==> config.mk <==
export PLATFORM = sky130hd
export DESIGN_NAME = l2_request_arbiter_flat
export DESIGN_NICKNAME = d
export VERILOG_FILES = /design/src/rtl/l2_request_arbiter_if.sv /design/src/rtl/l2_request_arbiter.sv /design/src/flat_wrapper.sv
export SDC_FILE = /design/constraint.sdc
export NUM_CORES = 1
export LEC_CHECK = 0
export ABC_AREA = 1
export BUFFER_PORTS_ARGS = -buffer_cell sky130_fd_sc_hd__buf_2
export CORE_UTILIZATION = 28
export DETAILED_ROUTE_END_ITERATION = 7
export GPL_ROUTABILITY_DRIVEN = 1
export PLACE_DENSITY = 0.53
export SLEW_MARGIN = 10
export SYNTH_ARGS = -nofsm -noshare
export SYNTH_HDL_FRONTEND = slang
export SYNTH_SLANG_ARGS = --single-unit
==> constraint.sdc <==
create_clock -name CLK -period 1.31 [get_ports CLK]
set_input_delay 0.393 -clock CLK [delete_from_list [all_inputs] [get_ports CLK]]
set_output_delay 0.393 -clock CLK [all_outputs]
set_load 0.05 [all_outputs]
==> src/rtl/l2_request_arbiter_if.sv <==
// Request/response channel between an L1 requester and the L2 side.
// The address path carries a word address from master to slave, and the
// data path carries a single-beat response back from slave to master.
interface l2_chan_if #(
    parameter int AW = 30,
    parameter int DW = 32
) ();
    logic          addr_valid;
    logic [AW-1:0] addr;
    logic          addr_ready;
    logic          data_valid;
    logic [DW-1:0] data;
    logic          data_ready;

    // Issues requests and consumes responses.
    modport master (
        output addr_valid, addr, data_ready,
        input  addr_ready, data_valid, data
    );

    // Accepts requests and produces responses.
    modport slave (
        input  addr_valid, addr, data_ready,
        output addr_ready, data_valid, data
    );
endinterface

==> src/rtl/l2_request_arbiter.sv <==
// Shares the single L1-to-L2 channel between the instruction cache and the
// data cache. It accepts one request at a time, choosing between the two
// requesters round-robin. It forwards the request to L2, captures the
// single-beat response and returns it to the requester that issued it.
module l2_request_arbiter #(
    parameter int ADDRESS_WIDTH = 32,
    parameter int L2_BUS_WIDTH  = 32
) (
    input  logic      CLK,
    input  logic      RST_N,
    l2_chan_if.slave  ins_bus,
    l2_chan_if.slave  dat_bus,
    l2_chan_if.master l2_bus,
    output logic      ARB_BUSY,
    output logic      ARB_OWNER
);
    localparam int WA = ADDRESS_WIDTH - 2;

    typedef enum logic [1:0] {
        ST_IDLE   = 2'd0,
        ST_ISSUE  = 2'd1,
        ST_WAIT   = 2'd2,
        ST_RETURN = 2'd3
    } state_t;

    state_t                  state_q, state_d;
    logic                    owner_q, owner_d;   // 0 = INS, 1 = DAT
    logic                    prio_q,  prio_d;    // 0 = INS preferred
    logic [WA-1:0]           addr_q,  addr_d;
    logic [L2_BUS_WIDTH-1:0] data_q,  data_d;

    logic grant_dat;
    logic win_valid;
    logic ins_addr_ready;
    logic dat_addr_ready;
    logic owner_resp_ready;

    // DAT wins when it is the only requester or when the tie goes its way.
    assign grant_dat = dat_bus.addr_valid & (~ins_bus.addr_valid | prio_q);
    assign win_valid = ins_bus.addr_valid | dat_bus.addr_valid;

    // The response is consumed only by the requester that owns the transaction.
    assign owner_resp_ready = owner_q ? dat_bus.data_ready : ins_bus.data_ready;

    // State and datapath registers, cleared asynchronously.
    always_ff @(posedge CLK or negedge RST_N) begin
        if (!RST_N) begin
            state_q <= ST_IDLE;
            owner_q <= 1'b0;
            prio_q  <= 1'b0;
            addr_q  <= '0;
            data_q  <= '0;
        end else begin
            state_q <= state_d;
            owner_q <= owner_d;
            prio_q  <= prio_d;
            addr_q  <= addr_d;
            data_q  <= data_d;
        end
    end

    // Next-state logic and the requester-ready decode.
    always_comb begin
        state_d        = state_q;
        owner_d        = owner_q;
        prio_d         = prio_q;
        addr_d         = addr_q;
        data_d         = data_q;
        ins_addr_ready = 1'b0;
        dat_addr_ready = 1'b0;

        case (state_q)
            ST_IDLE: begin
                // Readies are forced low during reset, even though the
                // state register already reads IDLE.
                ins_addr_ready = RST_N & ins_bus.addr_valid & ~grant_dat;
                dat_addr_ready = RST_N & grant_dat;
                if (win_valid) begin
                    addr_d  = grant_dat ? dat_bus.addr : ins_bus.addr;
                    owner_d = grant_dat;
                    state_d = ST_ISSUE;
                end
            end
            ST_ISSUE: begin
                if (l2_bus.addr_ready) begin
                    state_d = ST_WAIT;
                end
            end
            ST_WAIT: begin
                if (l2_bus.data_valid) begin
                    data_d  = l2_bus.data;
                    state_d = ST_RETURN;
                end
            end
            ST_RETURN: begin
                if (owner_resp_ready) begin
                    prio_d  = ~owner_q;
                    state_d = ST_IDLE;
                end
            end
            default: begin
                state_d = ST_IDLE;
            end
        endcase
    end

    assign ins_bus.addr_ready = ins_addr_ready;
    assign dat_bus.addr_ready = dat_addr_ready;

    // Handshake outputs toward L2 decode purely from the state register.
    assign l2_bus.addr_valid  = (state_q == ST_ISSUE);
    assign l2_bus.addr        = addr_q;
    assign l2_bus.data_ready  = (state_q == ST_WAIT);

    // Both requesters always see the captured data; only the valid is steered.
    assign ins_bus.data_valid = (state_q == ST_RETURN) & ~owner_q;
    assign dat_bus.data_valid = (state_q == ST_RETURN) &  owner_q;
    assign ins_bus.data       = data_q;
    assign dat_bus.data       = data_q;

    assign ARB_BUSY  = (state_q != ST_IDLE);
    assign ARB_OWNER = owner_q;
endmodule

==> src/flat_wrapper.sv <==
// flat-port wrapper written by rule: the top's interface ports become plain ports
module l2_request_arbiter_flat 
#(
    parameter int ADDRESS_WIDTH = 32,
    parameter int L2_BUS_WIDTH  = 32
)
  (CLK, RST_N, ARB_BUSY, ARB_OWNER, ins_bus_addr_valid, ins_bus_addr, ins_bus_data_ready, ins_bus_addr_ready, ins_bus_data_valid, ins_bus_data, dat_bus_addr_valid, dat_bus_addr, dat_bus_data_ready, dat_bus_addr_ready, dat_bus_data_valid, dat_bus_data, l2_bus_addr_valid, l2_bus_addr, l2_bus_data_ready, l2_bus_addr_ready, l2_bus_data_valid, l2_bus_data);
  l2_chan_if #(.AW(30), .DW(32)) ins_bus_i ();
  l2_chan_if #(.AW(30), .DW(32)) dat_bus_i ();
  l2_chan_if #(.AW(30), .DW(32)) l2_bus_i ();
  input  logic CLK;
  input  logic RST_N;
  output logic ARB_BUSY;
  output logic ARB_OWNER;
  input wire logic [$bits(ins_bus_i.addr_valid)-1:0] ins_bus_addr_valid;
  input wire logic [$bits(ins_bus_i.addr)-1:0] ins_bus_addr;
  input wire logic [$bits(ins_bus_i.data_ready)-1:0] ins_bus_data_ready;
  output wire logic [$bits(ins_bus_i.addr_ready)-1:0] ins_bus_addr_ready;
  output wire logic [$bits(ins_bus_i.data_valid)-1:0] ins_bus_data_valid;
  output wire logic [$bits(ins_bus_i.data)-1:0] ins_bus_data;
  input wire logic [$bits(dat_bus_i.addr_valid)-1:0] dat_bus_addr_valid;
  input wire logic [$bits(dat_bus_i.addr)-1:0] dat_bus_addr;
  input wire logic [$bits(dat_bus_i.data_ready)-1:0] dat_bus_data_ready;
  output wire logic [$bits(dat_bus_i.addr_ready)-1:0] dat_bus_addr_ready;
  output wire logic [$bits(dat_bus_i.data_valid)-1:0] dat_bus_data_valid;
  output wire logic [$bits(dat_bus_i.data)-1:0] dat_bus_data;
  output wire logic [$bits(l2_bus_i.addr_valid)-1:0] l2_bus_addr_valid;
  output wire logic [$bits(l2_bus_i.addr)-1:0] l2_bus_addr;
  output wire logic [$bits(l2_bus_i.data_ready)-1:0] l2_bus_data_ready;
  input wire logic [$bits(l2_bus_i.addr_ready)-1:0] l2_bus_addr_ready;
  input wire logic [$bits(l2_bus_i.data_valid)-1:0] l2_bus_data_valid;
  input wire logic [$bits(l2_bus_i.data)-1:0] l2_bus_data;
  assign ins_bus_i.addr_valid = ins_bus_addr_valid;
  assign ins_bus_i.addr = ins_bus_addr;
  assign ins_bus_i.data_ready = ins_bus_data_ready;
  assign ins_bus_addr_ready = ins_bus_i.addr_ready;
  assign ins_bus_data_valid = ins_bus_i.data_valid;
  assign ins_bus_data = ins_bus_i.data;
  assign dat_bus_i.addr_valid = dat_bus_addr_valid;
  assign dat_bus_i.addr = dat_bus_addr;
  assign dat_bus_i.data_ready = dat_bus_data_ready;
  assign dat_bus_addr_ready = dat_bus_i.addr_ready;
  assign dat_bus_data_valid = dat_bus_i.data_valid;
  assign dat_bus_data = dat_bus_i.data;
  assign l2_bus_addr_valid = l2_bus_i.addr_valid;
  assign l2_bus_addr = l2_bus_i.addr;
  assign l2_bus_data_ready = l2_bus_i.data_ready;
  assign l2_bus_i.addr_ready = l2_bus_addr_ready;
  assign l2_bus_i.data_valid = l2_bus_data_valid;
  assign l2_bus_i.data = l2_bus_data;
  l2_request_arbiter #(.ADDRESS_WIDTH(ADDRESS_WIDTH), .L2_BUS_WIDTH(L2_BUS_WIDTH)) u_core (.CLK(CLK), .RST_N(RST_N), .ins_bus(ins_bus_i), .dat_bus(dat_bus_i), .l2_bus(l2_bus_i), .ARB_BUSY(ARB_BUSY), .ARB_OWNER(ARB_OWNER));
endmodule
==> reports/results.ini, run 1 <==
[global_routing]
track_usage=0.170
antenna_found_initial=0
grt.overflow.total=0
grt_max_degree=67
grt_pass1_vias=3445
grt_pass1_wl_mm=16.9

[yosys]
synth-simple-area-share=0.204
synth_nets=507
synthAdderAreaFrac=0.0142
syn_avg_cell_area_sq_um=8.77
synth_area_sq_um=3540
syn-instance-count=403
synth_top_family_by_area=simple AND/OR/NAND/NOR gates
synth_cell_types=19
synth_sequential_area_ratio=0.467
synthXorXnorAreaFrac=0
ys_seq_elements=66
ys_warn_count=0
synth-compound-area-share=0.00672
synthMuxAreaShare=0.134

[layout]
area_growth_syn_to_layout_pct=73.7
antennaDiodeCount=0
fill_cells=1155
nets=725
drive_gt1_frac=0.530

[sta]
clock.fmax_mhz=529
worstMarginPinSlew_ns=0.867
final.setup.worst_slack_ns=-0.579
relSlewSlack=0.422
skew_ns=0.00393
fin_tns_setup_ns=-16.19
hold_viol=0
maxSlewViolCount=0
layout_worst_path_cycle_share=1.44
setup_viol=101
min_period_ns=1.89
rsz0062_at_grt=yes

[placed_design]
numPortBuffers=201
place_hpwl_mm=6.56
gp_congestion=0.741

[routing]
routed-via-count=3271
drc_errors=0
viasPerCell=4.12
wl_mm=10.6
ant_nets=0
wire_per_inst_microns=13.3
drt_pre_antenna_iters=4
drtIter0Drc=107

[setup_path]
crit_end=ins_bus_addr_ready
start_kind=flip-flop
crit_fanout=4
crit_path_end_kind=output port
startpoint=u_core.state_q[1]$_DFFE_PN0P_
r2r-start=u_core.state_q[1]$_DFFE_PN0P_
r2r_end=u_core.dat_bus.data[9]$_DFFE_PN0P_
r2r_setup_slack_ns=-0.33
r2r_cells=7
crit_type=reg -> out
crit_required_ns=0.92
cp.arrival_ns=1.50

[die]
die_w_microns=114
core.rowCount=40
start_util=0.291
dieArea_sq_um=13100
core_area_sq_um=12200
io_pins=202
die_y_microns=114

[run_status]
violations=setup timing
status=complete, but fails checks

[clock_tree]
cts_buffers=9
insertion_delay_ns=0.33
htree_num_levels=3
clockRootBuffer=clkbuf_16
ctsLongestPathBuffers=2
cts_tree=done
holdBufCountCts=0
cts.clk_slew.worst_paths_ns=0.05
clock_sinks=66

[flow_run]
max_cap_violations=0

[worst_hold_path]
hold_path_class=in -> async

-- placed cells by master, fill, tap and decap left out, drive strengths merged --
cell type / synthesis / final
nor4: 1 / 1
buf: 47 / 252
nand2: 134 / 134
inv: 73 / 74
mux2: 32 / 32
or2: 1 / 1
clkinvlp: 0 / 1
nor2: 5 / 5
clkinv: 0 / 2
o21ai: 4 / 4
nor3: 1 / 1
bufinv: 0 / 1
clkbuf: 0 / 12
dfrtp: 66 / 66
nand3: 35 / 35
ha: 4 / 4
-- final cells by class --
cell class              count  area (sq um)  share of cell area
repair buffers            252          2220               0.362
flip-flops and latches     66          1650               0.269
multi-input cells         217          1440               0.235
inverters                  73           304              0.0495
clock buffers              12           246              0.0401
well taps                 168           210              0.0342
clock inverters             3          40.0             0.00652
repair inverters            2          22.5             0.00367
-- sequential cells by signal, summed over array words and instances (netlist names) --
name                 cells
u_core.ARB_OWNER         1
u_core.dat_bus.data     32
u_core.l2_bus.addr      30
u_core.prio_q            1
u_core.state_q           2
-- synth_stat cells --
cell type / n / area share
buf_4: 35 / 0.074
or2_2: 1 / 0.0018
nor4_1: 1 / 0.0018
mux2_4: 30 / 0.13
o21ai_0: 3 / 0.0042
buf_2: 9 / 0.013
dfrtp_1: 66 / 0.47
ha_1: 4 / 0.014
nor2_1: 4 / 0.0042
mux2_2: 2 / 0.0064
inv_1: 69 / 0.073
inv_2: 4 / 0.0042
nand3_1: 35 / 0.050
buf_6: 3 / 0.0096
o21ai_2: 1 / 0.0025
nand2_1: 132 / 0.14
nand2_2: 2 / 0.0035
nor2_2: 1 / 0.0018
nor3_1: 1 / 0.0014
-- worst min path at each step --
stage | endpoint | startpoint | slack (ns)
after global placement | u_core.l2_bus.addr[16]$_DFFE_PN0P_ | u_core.l2_bus.addr[16]$_DFFE_PN0P_ | 0.46
after CTS | u_core.dat_bus.data[18]$_DFFE_PN0P_ | l2_bus_data[18] | 0.27
after detailed placement | u_core.l2_bus.addr[1]$_DFFE_PN0P_ | u_core.l2_bus.addr[1]$_DFFE_PN0P_ | 0.46
final | u_core.l2_bus.addr[14]$_DFFE_PN0P_ | RST_N | 0.29
after floorplan | u_core.ARB_OWNER$_DFFE_PN0P_ | RST_N | 0.1
after global routing | u_core.dat_bus.data[20]$_DFFE_PN0P_ | l2_bus_data[20] | 0.28
-- what timing repair did --
action	4_1_cts	5_1_grt
resized for setup	231	31
endpoints found under the setup margin	167	159
buffers inserted	19	13
pin swaps	2	9
cloned	6	0
-- critical path, stage by stage (launching register included) --
cell	delay [ns]
dfrtp_1	0.39
inv_2	0.09
ha_4	0.17
inv_8	0.04
nor4_4	0.28
buf_6	0.20
-- layer usage --
metal	share of wire	GRT usage	routed length [microns]	up-vias
met4	0.022	0.0814	232	0
met1	0.43	0.211	4530	1541
met2	0.51	0.288	5390	100
met3	0.038	0.0291	404	14
li1	-	-	-	1616
met5	0	0	0	-
-- kinds of logic (layout without fill, tap and decap cells) --
family,count (synthesis),after routing
simple gates,177,177
buf+inv,120,342
flops,66,66
mux,32,32
fa+ha+maj,4,4
compound gates,4,4
-- per-stage QoR --
step	std cells	hold WS [ns]	utilization	instance area [sq um]	setup slack (ns)
after floorplan	403	0.0974	-	3610	-0.461
after global placement	748	0.461	0.383	4660	-0.255
after detailed placement	748	0.461	0.383	4660	-0.288
after CTS	786	0.272	0.492	5990	-0.574
after global routing	793	0.278	0.505	6140	-0.651
final	793	0.289	0.505	6140	-0.579
Power of run 1 is left out: the tool's default activity adds up to more than one toggle a clock period on the data nets, which glitch-free logic cannot reach.
==> inputs of run 2 (changes only) <==
--- a/config.mk
+++ b/config.mk
@@ -7,10 +7,11 @@
 export LEC_CHECK = 0
 export ABC_AREA = 1
 export BUFFER_PORTS_ARGS = -buffer_cell sky130_fd_sc_hd__buf_2
+export CORE_MARGIN = 4
 export CORE_UTILIZATION = 28
 export DETAILED_ROUTE_END_ITERATION = 7
 export GPL_ROUTABILITY_DRIVEN = 1
-export PLACE_DENSITY = 0.53
+export PLACE_DENSITY = 0.51
 export SLEW_MARGIN = 10
 export SYNTH_ARGS = -nofsm -noshare
 export SYNTH_HDL_FRONTEND = slang
==> constraint.sdc (replaced) <==
create_clock -name CLK -period 2 [get_ports CLK]
set_input_delay 0.6 -clock CLK [delete_from_list [all_inputs] [get_ports CLK]]
set_output_delay 0.6 -clock CLK [all_outputs]
set_load 0.05 [all_outputs]
==> reports/results.ini, run 2 (synthesis gave the netlist of run 1 again) <==
[clock_tree]
clock_sinks=66  ; unchanged
cts.clk_slew.worst_paths_ns=0.05  ; about the same
cts_buffers=9  ; unchanged
ctsLongestPathBuffers=2  ; unchanged
htree_num_levels=3  ; unchanged
insertion_delay_ns=0.32  ; was 0.33 ns
clockRootBuffer=clkbuf_16  ; unchanged
cts_tree=done  ; unchanged

[setup_path]
crit_chain=buf_2 -> inv_2 -> nor2_2 -> nor2_2 -> nor4_4 -> buf_6  ; was inv_2 -> ha_4 -> inv_8 -> nor4_4 -> buf_6
crit_type=in -> out  ; was reg -> out
r2r-start=u_core.state_q[1]$_DFFE_PN0P_  ; unchanged
start_kind=input pin  ; was flip-flop
crit_top_cell=nor2_2
slowest_stage=nor4_4  ; was dfrtp_1
crit_path_end_kind=output port  ; unchanged
r2r_end=u_core.dat_bus.data[31]$_DFFE_PN0P_  ; was u_core.dat_bus.data[9]$_DFFE_PN0P_
crit_required_ns=1.40  ; was 0.92 ns
max_stage_delay_ns=0.27  ; was 0.39 ns
r2r_cells=5  ; was 7
crit_fanout=5  ; was 4
r2r_setup_slack_ns=0.39  ; was -0.33 ns
cp.arrival_ns=1.39  ; was 1.50 ns

[layout]
utilization=0.403  ; was 0.505
area_growth_syn_to_layout_pct=38.7  ; was 73.7%
layout_common_cells=buf_2 (195), nand2_1 (132), inv_1 (67), dfrtp_1 (66), nand3_1 (35)  ; was nand2_1 (129), buf_6 (107), buf_2 (100), dfrtp_1 (65), inv_1 (64)
fin_area_sq_um=4900  ; was 6140 sq um
antennaDiodeCount=0  ; unchanged
final_common_cell=buf_2  ; was nand2_1
nets=682  ; was 725
final-instance-count-excl-fill=751  ; was 793
largest_reg_flops=32  ; unchanged
drive_gt1_frac=0.472  ; was 0.530

[run_status]
status=finished, final reports clean  ; was complete, but fails checks

[die]
dieArea_sq_um=14500  ; was 13,100 sq um
core.rowCount=40  ; unchanged
start_util=0.291  ; unchanged
core_area_sq_um=12200  ; unchanged
die_y_microns=120  ; was 114 microns
die_w_microns=120  ; was 114 microns
io_pins=202  ; unchanged

[sta]
fin_tns_setup_ns=0  ; was -16.19 ns
hold_viol=0  ; unchanged
rsz0062_at_grt=yes  ; unchanged
min_period_ns=1.99
layout_worst_path_cycle_share=0.997
maxSlewViolCount=0  ; unchanged
setup_viol=0  ; was 101
clock.fmax_mhz=502
worstMarginPinSlew_ns=0.853  ; was 0.867 ns
skew_ns=0.00538  ; was 0.00393 ns
relSlewSlack=0.431  ; was 0.422

[routing]
viasPerCell=4.06  ; was 4.12
routed-via-count=3050  ; was 3,271
wl_mm=9.49  ; was 10.6 mm
ant_nets=0  ; unchanged
wire_per_inst_microns=12.6  ; was 13.3 microns
drtIter0Drc=93  ; was 107
drt_pre_antenna_iters=4  ; unchanged
drc_errors=0  ; unchanged

[global_routing]
grt.overflow.total=0  ; unchanged
grt_pass1_vias=3098  ; was 3,445
grt_pass1_wl_mm=15.3  ; was 16.9 mm
track_usage=0.131  ; was 0.170
grt_max_degree=67  ; unchanged
antenna_found_initial=0  ; unchanged

[worst_hold_path]
hold_path_class=in -> async  ; unchanged

[placed_design]
gp_congestion=0.765  ; was 0.741
placed_cells=732  ; was 748
place_hpwl_mm=7.17  ; was 6.56 mm
placed_area_sq_um=4500  ; was 4660 sq um
numPortBuffers=201  ; unchanged

[flow_run]
max_cap_violations=0  ; unchanged

[run 2: changes by cell type in the layout (fill, tap and decap cells not counted), sizes merged]
cell	previous run	this run
bufinv	1	2
buf	252	210
inv	74	73
[run 2: metal layers]
layer	track usage	vias to the layer above	routed length (microns)
met3	0.0318	18	528
met4	0.0623	0	248
met5	0	-	0
li1	-	1530	-
met2	0.226	92	4880
met1	0.153	1410	3840
[run 2: layout make-up]
class,instances,area (sq um)
fill,1290,7260
sequential,66,1650
multi-input combinational,217,1330
timing repair buffer,211,1120
inverter,73,277
clock buffer,11,243
tap,168,210
clock inverter,5,77.6
[run 2: metrics by stage]
step	hold WS [ns]	setup WS, ns
5_1_grt	0.481	-0.0721
6_report	0.468	0.00680
3_5_place_dp	0.461	0.0577
3_3_place_gp	0.459	0.0613
2_1_floorplan	0.304	-0.155
4_1_cts	0.474	0.00195
[run 2: timing repair]
| action | in CTS | in global routing |
|---|---|---|
| buffers inserted | 2 | 1 |
| endpoints found under the setup margin | 4 | 5 |
| gates cloned | 0 | 0 |
| resized for setup | 13 | 7 |
| hold buffers | 0 | 0 |
| pin swaps | 3 | 1 |
[run 2: how the worst max path moves through the flow]
stage | depth (start not counted) | startpoint | end
finish | 6 | ins_bus_addr_valid | ins_bus_addr_ready
global route | 6 | ins_bus_addr_valid | ins_bus_addr_ready
CTS | 6 | ins_bus_addr_valid | ins_bus_addr_ready
detailed placement | 6 | ins_bus_addr_valid | ins_bus_addr_ready
global placement | 6 | ins_bus_addr_valid | ins_bus_addr_ready
floorplan | 4 | u_core.state_q[0]$_DFFE_PN0P_ | ins_bus_addr_ready
[run 2: critical path: cells and delay by family]
kind / cells / cell delay (ns)
AND/OR/NAND/NOR: 3 / 0.45
buffers and inverters: 3 / 0.34
Power of run 2 is left out for the same reason.
